<file path="config.mk">
export PLATFORM = sky130hd
export DESIGN_NAME = npu_wb_sequencer
export DESIGN_NICKNAME = d
export VERILOG_FILES = /design/src/rtl/npu_wb_sequencer.sv
export SDC_FILE = /design/constraint.sdc
export NUM_CORES = 1
export LEC_CHECK = 0
export CORE_UTILIZATION = 50
export CTS_CLUSTER_DIAMETER = 200
export DETAILED_ROUTE_END_ITERATION = 6
export PLACE_DENSITY = 0.73
export SETUP_SLACK_MARGIN = 0.4
export SYNTH_ARGS = -nofsm -noshare
export SYNTH_HDL_FRONTEND = slang
export SYNTH_SLANG_ARGS = --single-unit
export TNS_END_PERCENT = 30
</file>
<file path="constraint.sdc">
create_clock -name clk -period 3.05 [get_ports clk]
set_input_delay 0.61 -clock clk [delete_from_list [all_inputs] [get_ports clk]]
set_output_delay 0.61 -clock clk [all_outputs]
set_load 0.02 [all_outputs]
</file>
<file path="src/rtl/npu_wb_sequencer.sv">
// Write-back sequencer: buffers NPU result words and writes them to consecutive
// data-memory addresses, publishing the active write address to the hazard unit.
module npu_wb_sequencer #(
    parameter int ADDR_W = 10,
    parameter int DATA_W = 32,
    parameter int DEPTH  = 4,
    parameter int LEN_W  = 5
) (
    input  logic              clk,
    input  logic              rst,
    input  logic              start,
    input  logic [ADDR_W-1:0] base_addr,
    input  logic [LEN_W-1:0]  num_words,
    input  logic              res_valid,
    input  logic [DATA_W-1:0] res_data,
    output logic              res_ready,
    input  logic              mem_gnt,
    output logic              mem_wr,
    output logic [ADDR_W-1:0] mem_is_writing,
    output logic [DATA_W-1:0] mem_wdata,
    output logic              en_npu,
    output logic              done,
    output logic [1:0]        dbg_state
);

    localparam int PTR_W = $clog2(DEPTH);
    localparam int CNT_W = PTR_W + 1;

    localparam logic [1:0] IDLE = 2'd0;
    localparam logic [1:0] RUN  = 2'd1;
    localparam logic [1:0] DONE = 2'd2;

    logic [1:0]        state;
    logic [ADDR_W-1:0] base_q;
    logic [LEN_W-1:0]  len_q;
    logic [LEN_W-1:0]  acc_cnt;
    logic [LEN_W-1:0]  wr_cnt;

    logic [DATA_W-1:0] fifo_mem [DEPTH];
    logic [PTR_W-1:0]  rd_ptr;
    logic [PTR_W-1:0]  wr_ptr;
    logic [CNT_W-1:0]  fifo_count;

    logic push;
    logic pop;

    // Valid/ready: a result word transfers on a rising edge where res_valid && res_ready.
    // res_ready depends on registered state only, so the NPU may use it to form res_valid.
    assign res_ready = (state == RUN) && (fifo_count < CNT_W'(DEPTH)) && (acc_cnt < len_q);
    assign push      = res_valid && res_ready;
    assign pop       = (state == RUN) && (fifo_count != '0) && mem_gnt;

    assign en_npu    = (state == RUN);
    assign done      = (state == DONE);
    assign dbg_state = state;

    always_ff @(posedge clk or posedge rst) begin
        if (rst) begin
            state   <= IDLE;
            base_q  <= '0;
            len_q   <= '0;
            acc_cnt <= '0;
            wr_cnt  <= '0;
        end else begin
            case (state)
                IDLE: begin
                    if (start) begin
                        base_q  <= base_addr;
                        len_q   <= num_words;
                        acc_cnt <= '0;
                        wr_cnt  <= '0;
                        state   <= (num_words == '0) ? DONE : RUN;
                    end
                end
                RUN: begin
                    if (push) acc_cnt <= acc_cnt + LEN_W'(1);
                    if (pop)  wr_cnt  <= wr_cnt + LEN_W'(1);
                    // Leave one cycle after the last write so done follows the final strobe.
                    if (wr_cnt == len_q) state <= DONE;
                end
                DONE:    state <= IDLE;
                default: state <= IDLE;
            endcase
        end
    end

    always_ff @(posedge clk or posedge rst) begin
        if (rst) begin
            rd_ptr     <= '0;
            wr_ptr     <= '0;
            fifo_count <= '0;
        end else begin
            if (push) wr_ptr <= wr_ptr + PTR_W'(1);
            if (pop)  rd_ptr <= rd_ptr + PTR_W'(1);
            case ({push, pop})
                2'b10:   fifo_count <= fifo_count + CNT_W'(1);
                2'b01:   fifo_count <= fifo_count - CNT_W'(1);
                default: fifo_count <= fifo_count;
            endcase
        end
    end

    always_ff @(posedge clk) begin
        if (push) fifo_mem[wr_ptr] <= res_data;
    end

    // Address and data hold their last values between writes.
    always_ff @(posedge clk or posedge rst) begin
        if (rst) begin
            mem_wr         <= 1'b0;
            mem_is_writing <= '0;
            mem_wdata      <= '0;
        end else begin
            mem_wr <= pop;
            if (pop) begin
                mem_is_writing <= base_q + ADDR_W'(wr_cnt);
                mem_wdata      <= fifo_mem[rd_ptr];
            end
        end
    end

endmodule

</file>
==> out/qor.json, run 1 <==
{
  "critical_path": {
    "critPathBufInv": 2,
    "endpoint_kind": "primary output",
    "timing.critical_path.cells": "inv_1 -> ha_1 -> a2111oi_4 -> o21a_1 -> buf_2",
    "timing.critical_path.slowest_stage_cell": "sky130_fd_sc_hd__a2111oi_4",
    "crit_required_ps": 2440,
    "cp-start-kind": "flop",
    "cpPeakStageDelay_ps": 390,
    "critical_path.top_delay_family": "compound AO/OA/AOI/OAI gates",
    "worst-path-max-fanout": 2,
    "criticalPathCategory": "reg2out",
    "worst_ep_arrival_time_ps": 1980
  },
  "logic_synthesis": {
    "synth_sequential_area_ratio_pct": 70.65,
    "synth_flop_cell": "sky130_fd_sc_hd__edfxtp_1",
    "ys_top_cells_by_area": "sky130_fd_sc_hd__edfxtp_1 (47%), sky130_fd_sc_hd__dfrtp_1 (24%), sky130_fd_sc_hd__mux4_2 (8.8%)",
    "synth_seq_cells": 205,
    "yosys-mux-area-fraction_pct": 9.069,
    "simple_gate_fraction_of_synth_area_pct": 9.896,
    "synthesis.instances": 549,
    "asyncSetResetFlopFracSynth_pct": 37.56,
    "synthXorXnorAreaFrac_pct": 2.037,
    "yosysWarningCount": 0,
    "synth_top_cell_area_share_pct": 47.06,
    "largest_family_of_logic_cells_by_synthesized_area": "simple AND/OR/NAND/NOR gates",
    "synth_fa_ha_area_share_pct": 2.941,
    "synthesized_cell_area_mm2": 0.008168,
    "synthDominantAreaCellType": "sky130_fd_sc_hd__edfxtp_1",
    "number_of_enable_flip_flop_cells_after_synthesis": 128,
    "postSynthAreaPerCell_um2": 14.88,
    "synth_cell_type_count": 43,
    "syn_nets": 619,
    "synth-compound-area-share_pct": 3.385
  },
  "route": {
    "dr_total_vias": 4761,
    "drtPass1Iterations": 4,
    "drt-wirelength-per-cell_um": 18.17,
    "drtAntennaViolNets": 0,
    "detail_route.wirelength_um": 16200,
    "vias_per_cell": 5.337,
    "drt_drc_violations_left": 0,
    "drt-initial-drc-count": 293
  },
  "global_routing": {
    "track_usage_pct": 20.50,
    "top_usage_layer": "met2",
    "grt_util_met3_pct": 3.690,
    "largest_net_degree_at_the_start_of_global_routing": 54,
    "gr-usage-met1_pct": 26.79,
    "global_route_wire_length_before_repair_um": 26010,
    "number_of_antenna_violations_at_the_first_check_in_global_routing": 1,
    "global_route.usage.met2_pct": 35.39,
    "grt_pass1_vias": 4890,
    "grt_overflow": 0
  },
  "pwr": {
    "power.switching_mw": 3.105,
    "switching_share_pct": 32.00,
    "share_of_power_burned_in_combinational_logic_pct": 30.9,
    "clock_power_share_pct": 27.2,
    "seqPwrFrac_pct": 41.9,
    "ir_worst_vdd_mv": 0.5932,
    "cell_internal_pwr_mw": 6.599,
    "p_per_area_mw_per_mm2": 948.4,
    "fin_total_pwr_mw": 9.704,
    "cellLeakagePower_nw": 4.005
  },
  "floorplan": {
    "die_x_um": 129.8,
    "die_y_um": 129.8,
    "floorplan.initialDensity_pct": 51.23,
    "pin_count": 100,
    "die_area_mm2": 0.01685,
    "std_cell_rows": 46,
    "placeableCoreArea_mm2": 0.01594
  },
  "layout": {
    "finalInstanceArea_mm2": 0.01023,
    "proportion_of_layout_cells_with_a_drive_suffix_above_1_pct": 13.46,
    "fin_cells": 892,
    "syn_to_final_growth_pct": 25.28,
    "top_library_cells_by_usage_in_the_layout_fill_and_taps_aside": "sky130_fd_sc_hd__nand2_1 (151), sky130_fd_sc_hd__edfxtp_1 (128), sky130_fd_sc_hd__clkdlybuf4s50_1 (98)",
    "final_net_count": 730,
    "n_diodes": 0,
    "final_common_cell": "sky130_fd_sc_hd__nand2_1"
  },
  "placement": {
    "numPortBuffers": 99,
    "post-dp-hpwl_um": 10070,
    "dp_cells": 852,
    "detailed_place.area_mm2": 0.009499,
    "globalplace.congestion": 0.8093
  },
  "sta": {
    "fin_tns_setup_ps": 0,
    "slew_headroom_pct": 43.71,
    "finalSetupViolations": 0,
    "finalClockSkew_ps": 26.06,
    "worst_pin_slew_ps": 844.3,
    "period_needed_ps": 2592,
    "period_share_pct": 84.97,
    "grt_setup_unrepaired": "yes",
    "clock.fmax_mhz": 385.9,
    "final-hold-violation-count": 0,
    "timing_max_transition_violations_final": 0
  },
  "hold_path": {
    "min_path_type": "reg2reg"
  },
  "clock_network": {
    "cts_root_buffer": "sky130_fd_sc_hd__clkbuf_16",
    "cts_buffers": 22,
    "post-cts-setup-buffers": 0,
    "clk-insertion-delay-late_ps": 510,
    "path_clk_slew_ps": 60,
    "cts.htree.levels": 1,
    "cts-root-to-sink-buffers": 3,
    "tritoncts": "built",
    "clock-sinks": 205
  },
  "run_status": {
    "run_status": "finished clean"
  },
  "flow_run": {
    "max-cap-violations": 0
  }
}
flip-flops by register name, summed over array words and instances, names as in the netlist:
register / count
acc_cnt: 5
base_q: 10
dbg_state: 2
fifo_count: 3
fifo_mem: 128
len_q: 5
mem_is_writing: 10
mem_wdata: 32
mem_wr: 1
rd_ptr: 2
wr_cnt: 5
wr_ptr: 2
metrics by stage:
stage	hold slack, ps	setup slack, ps	utilization, %
finish	480.3	458.4	64.18
global route	494.1	376.9	64.18
floorplan	452.3	450.8	-
global placement	460.4	545.2	59.58
detailed placement	461.5	463.6	59.58
CTS	481.3	461.3	64.13
synth_stat cells (2+ instances only):
cell                       count
sky130_fd_sc_hd__fa_1          2
sky130_fd_sc_hd__a31oi_1       3
sky130_fd_sc_hd__nand3_1      12
sky130_fd_sc_hd__xor2_1       10
sky130_fd_sc_hd__clkbuf_1     13
sky130_fd_sc_hd__nand2b_1      2
sky130_fd_sc_hd__edfxtp_1    128
sky130_fd_sc_hd__a21o_1        2
sky130_fd_sc_hd__inv_1        14
sky130_fd_sc_hd__o21ai_0      19
sky130_fd_sc_hd__xnor2_1       9
sky130_fd_sc_hd__buf_2         7
sky130_fd_sc_hd__a211oi_1      2
sky130_fd_sc_hd__and2_1        5
sky130_fd_sc_hd__dfrtp_1      77
sky130_fd_sc_hd__a21oi_1       4
sky130_fd_sc_hd__ha_1         16
sky130_fd_sc_hd__nand4_1       3
sky130_fd_sc_hd__and3_1        2
sky130_fd_sc_hd__nor2_1        8
sky130_fd_sc_hd__or3_1         3
sky130_fd_sc_hd__nor3_1        3
sky130_fd_sc_hd__nand2_1     151
sky130_fd_sc_hd__inv_2         2
sky130_fd_sc_hd__mux2i_1       2
sky130_fd_sc_hd__mux4_2       32
sky130_fd_sc_hd__or4_1         2
worst min-delay path: stages (launching register included):
cell                      delay [ps]
sky130_fd_sc_hd__dfrtp_1         340
sky130_fd_sc_hd__nand2_1          50
sky130_fd_sc_hd__nand2_1          60
final cells by class:
type                       instances  area [µm²]
inverter                          17       67.56
fill                            1172        5710
sequential                       205        5773
clock inverter                     8       102.6
tap                              216       270.3
timing repair buffer             109        1136
clock buffer                      32       628.1
multi-input combinational        305        2255
path summary, 6_finish.rpt:
path,end,slack (ps),depth (start not counted),from
max,res_ready,460,5,len_q[4]
min,mem_wdata[16],480,2,mem_wdata[16]
max reg2reg,fifo_count[2],590,11,len_q[4]
min reg2reg,mem_wdata[16],480,2,mem_wdata[16]
max in group asynchronous,acc_cnt[4],1890,3,rst
min in group asynchronous,mem_wdata[22],500,2,rst
power groups by stage:
stage          Combinational, mW  Clock, mW  Sequential, mW
3_3_place_gp                2.95          0            4.08
4_1_cts                     3.04       2.70            4.07
3_5_place_dp                3.01          0            4.11
6_report                    3.00       2.64            4.07
2_1_floorplan               1.73          0            4.20
5_1_grt                     3.31       2.79            4.14
repair_timing:
action / CTS / global route
gates resized for setup: 4 / 2
cloned: 0 / 0
hold buffers: 0 / 0
endpoints found under the setup margin: 1 / 3
kinds of logic (layout without fill, tap and decap cells):
family	Yosys count	in the layout
flops	205	205
simple gates	194	194
compound gates	40	40
buf+inv	39	166
mux	34	34
xor+xnor	19	19
fa+ha+maj	18	18
per-layer routing:
layer / wire, µm / up-vias / share of wire [%]
met3: 916 / 25 / 5.7
met1: 6972 / 2390 / 43
met2: 7984 / 143 / 49
met4: 318 / 2 / 2.0
li1: - / 2201 / -
met5: 11 / - / 0.068
(Power assumes the default switching activity.)
==> run 2, diff against run 1 <==
- PLACE_DENSITY: 0.73 -> 0.76
- clock period: 3.05 -> 2.2 ns (I/O delays scaled with it)
==> run 2 against run 1 <==
The flow now finishes with violations (negative setup slack). Clock power up 32%. Count of clock-buffer cells in the layout shrank 2. Total power grew 42%. Via count rose by 6.5%. Sequential power increased by 35%. Setup slack got worse by 560 ps. Largest cell class unchanged.
==> out/qor.json, run 2 (synthesis results as in run 1) <==
{
  "placement": {
    "globalplace.congestion": {"value": 0.8043, "change": "-0.62%"},
    "detailed_place.area": {"value": 0.009723, "unit": "mm²", "change": "+2.4%"},
    "pre_cts_ws": {"value": -53.41, "unit": "ps", "change": "-517.0 ps"},
    "dp_cells": {"value": 871, "change": "+2.2%"},
    "numPortBuffers": {"value": 99, "change": "unchanged"},
    "post-dp-hpwl": {"value": 10590, "unit": "µm", "change": "+5.1%"}
  },
  "run_status": {
    "run_status": "complete, but fails checks",
    "failed_checks": "negative setup slack"
  },
  "clock_network": {
    "post_cts_hold_buffer_count": {"value": 0, "change": "unchanged"},
    "clock-sinks": {"value": 205, "change": "unchanged"},
    "clk-insertion-delay-late": {"value": 490, "unit": "ps", "change": "-20 ps"},
    "cts-root-to-sink-buffers": {"value": 3, "change": "unchanged"},
    "path_clk_slew": {"value": 60, "unit": "ps", "change": "about the same"},
    "tritoncts": "built",
    "cts_root_buffer": "sky130_fd_sc_hd__clkbuf_16",
    "cts.htree.levels": {"value": 1, "change": "unchanged"},
    "cts_buffers": {"value": 21, "change": "-4.5%"}
  },
  "sta": {
    "fin_tns_setup": {"value": -5914, "unit": "ps", "change": "-5914 ps"},
    "finalSetupViolations": {"value": 116, "change": "+116"},
    "grt_setup_unrepaired": "yes",
    "period_needed_ps": 2306,
    "final-hold-violation-count": {"value": 0, "change": "unchanged"},
    "period_share_pct": 104.8,
    "finalClockSkew": {"value": 10.42, "unit": "ps", "change": "-15.65 ps"},
    "slew_headroom": {"value": 64.62, "unit": "%", "change": "+21 points"},
    "clock.fmax_mhz": 433.6,
    "worst_pin_slew": {"value": 530.6, "unit": "ps", "change": "-313.7 ps"},
    "final_critical_path_setup_slack": {"value": -106.3, "unit": "ps", "change": "-564.7 ps"},
    "timing_max_transition_violations_final": {"value": 0, "change": "unchanged"}
  },
  "global_routing": {
    "largest_net_degree_at_the_start_of_global_routing": {"value": 42, "change": "-22%"},
    "grt_overflow": {"value": 0, "change": "unchanged"},
    "top_usage_layer": "met2",
    "number_of_antenna_violations_at_the_first_check_in_global_routing": {"value": 1, "change": "unchanged"},
    "grt_pass1_vias": {"value": 5197, "change": "+6.3%"},
    "gr-usage-met1": {"value": 29.81, "unit": "%", "change": "+3.0 points"},
    "global_route.usage.met2": {"value": 37.28, "unit": "%", "change": "+1.9 points"},
    "track_usage": {"value": 22.21, "unit": "%", "change": "+1.7 points"},
    "grt_util_met3": {"value": 3.977, "unit": "%", "change": "+0.29 points"},
    "global_route_wire_length_before_repair": {"value": 27800, "unit": "µm", "change": "+6.9%"}
  },
  "route": {
    "drt-initial-drc-count": {"value": 376, "change": "+28%"},
    "drt_drc_violations_left": {"value": 0, "change": "unchanged"},
    "drtAntennaViolNets": {"value": 0, "change": "unchanged"},
    "vias_per_cell": {"value": 5.427, "change": "+1.7%"},
    "drt-wirelength-per-cell": {"value": 19.79, "unit": "µm", "change": "+8.9%"},
    "detail_route.wirelength": {"value": 18480, "unit": "µm", "change": "+14%"},
    "dr_total_vias": {"value": 5069, "change": "+6.5%"},
    "drtPass1Iterations": {"value": 4, "change": "unchanged"}
  },
  "pwr": {
    "ir_worst_vdd": {"value": 0.7790, "unit": "mV", "change": "+31%"},
    "p_per_area": {"value": 1265, "unit": "mW/mm²", "change": "+33%"},
    "cellLeakagePower": {"value": 4.397, "unit": "nW", "change": "+9.8%"},
    "fin_total_pwr": {"value": 13.75, "unit": "mW", "change": "+42%"}
  },
  "layout": {
    "registers.top_by_ff_count": "fifo_mem",
    "fin_cells": {"value": 934, "change": "+4.7%"},
    "n_fill_cell": {"value": 1075, "change": "-8.3%"},
    "finalInstanceArea": {"value": 0.01088, "unit": "mm²", "change": "+6.3%"},
    "final_common_cell": "sky130_fd_sc_hd__nand2_1",
    "proportion_of_layout_cells_with_a_drive_suffix_above_1": {"value": 22.18, "unit": "%", "change": "+8.7 points"},
    "largest_register_ffs": {"value": 128, "change": "unchanged"},
    "top_flop_regs": "fifo_mem (128), mem_wdata (32)",
    "syn_to_final_growth_pct": 33.15,
    "top_library_cells_by_usage_in_the_layout_fill_and_taps_aside": "sky130_fd_sc_hd__nand2_1 (151), sky130_fd_sc_hd__edfxtp_1 (128), sky130_fd_sc_hd__dfrtp_1 (72)",
    "final_net_count": {"value": 772, "change": "+5.8%"}
  },
  "floorplan": {
    "die_area": {"value": 0.01685, "unit": "mm²", "change": "unchanged"},
    "die_y": {"value": 129.8, "unit": "µm", "change": "unchanged"},
    "die_x": {"value": 129.8, "unit": "µm", "change": "unchanged"},
    "std_cell_rows": {"value": 46, "change": "unchanged"},
    "pin_count": {"value": 100, "change": "unchanged"},
    "floorplan.initialDensity": {"value": 51.23, "unit": "%", "change": "unchanged"},
    "placeableCoreArea": {"value": 0.01594, "unit": "mm²", "change": "unchanged"}
  },
  "critical_path": {
    "endpoint_kind": "primary output",
    "regToRegStartpoint": "len_q[4]",
    "criticalPathCategory": "reg2out",
    "startpoint": "len_q[4]",
    "cp-start-kind": "flop",
    "worst-path-max-fanout": {"value": 2, "change": "unchanged"},
    "worst_ep_arrival_time": {"value": 1870, "unit": "ps", "change": "-110 ps"},
    "crit_required": {"value": 1760, "unit": "ps", "change": "-680 ps"}
  },
  "flow_run": {
    "max-cap-violations": {"value": 0, "change": "unchanged"}
  },
  "hold_path": {
    "min_path_type": "in2async"
  }
}
-- run 2: routing by layer --
layer  vias to the layer above  part of all wire (%)
met1                      2539                    42
met2                       219                    49
met3                        31                   7.0
met5                         -                     0
met4                         0                   1.9
li1                       2280                     -
-- run 2: what timing repair did --
| action | CTS | global route |
|---|---|---|
| gates resized for setup | 95 | 18 |
| hold endpoints to repair | 0 | 0 |
| gates cloned | 5 | 3 |
| pin swaps | 15 | 15 |
| buffers inserted | 14 | 2 |
| endpoints found under the setup margin | 191 | 174 |
-- run 2: per-stage QoR --
| step | hold slack, ps | utilization, % |
|---|---|---|
| 2_1_floorplan | 452.3 | - |
| 3_3_place_gp | 459.6 | 60.99 |
| 3_5_place_dp | 462.2 | 60.99 |
| 4_1_cts | 339.6 | 67.22 |
| 5_1_grt | 374.0 | 68.20 |
| 6_report | 334.1 | 68.22 |
-- run 2: path summary, 6_finish.rpt --
check / end / slack [ps] / depth (start not counted)
setup / recovery: res_ready / -110 / 5
hold / removal: mem_is_writing[4] / 330 / 2
setup reg to reg: fifo_mem[3][3] / -90 / 9
hold reg to reg: mem_wdata[24] / 470 / 2
max in group asynchronous: rd_ptr[0] / 1310 / 3
min in group clk: mem_wdata[24] / 470 / 2
-- run 2: cell type report --
class	instances	area (µm²)	share of cell area, %
Sequential cell	205	5777	53.12
Antenna cell	1	2.502	0.02301
Inverter	17	77.57	0.7133
Clock buffer	30	569.3	5.235
Multi-Input combinational cell	305	2390	21.97
Clock inverter	8	111.4	1.024
Tap cell	216	270.3	2.485
Timing Repair Buffer	152	1678	15.43
-- run 2: worst max-delay path, stage by stage (launching register included) --
cell,delay [ps]
sky130_fd_sc_hd__dfrtp_1,400
sky130_fd_sc_hd__inv_2,100
sky130_fd_sc_hd__ha_4,210
sky130_fd_sc_hd__a2111oi_4,310
sky130_fd_sc_hd__o21a_1,220
sky130_fd_sc_hd__buf_6,130
-- run 2: power breakdown --
part           switching [mW]  total, mW  internal, mW
sequential              0.584       5.48          4.90
combinational            2.57       4.78          2.21
clock                    1.43       3.49          2.06
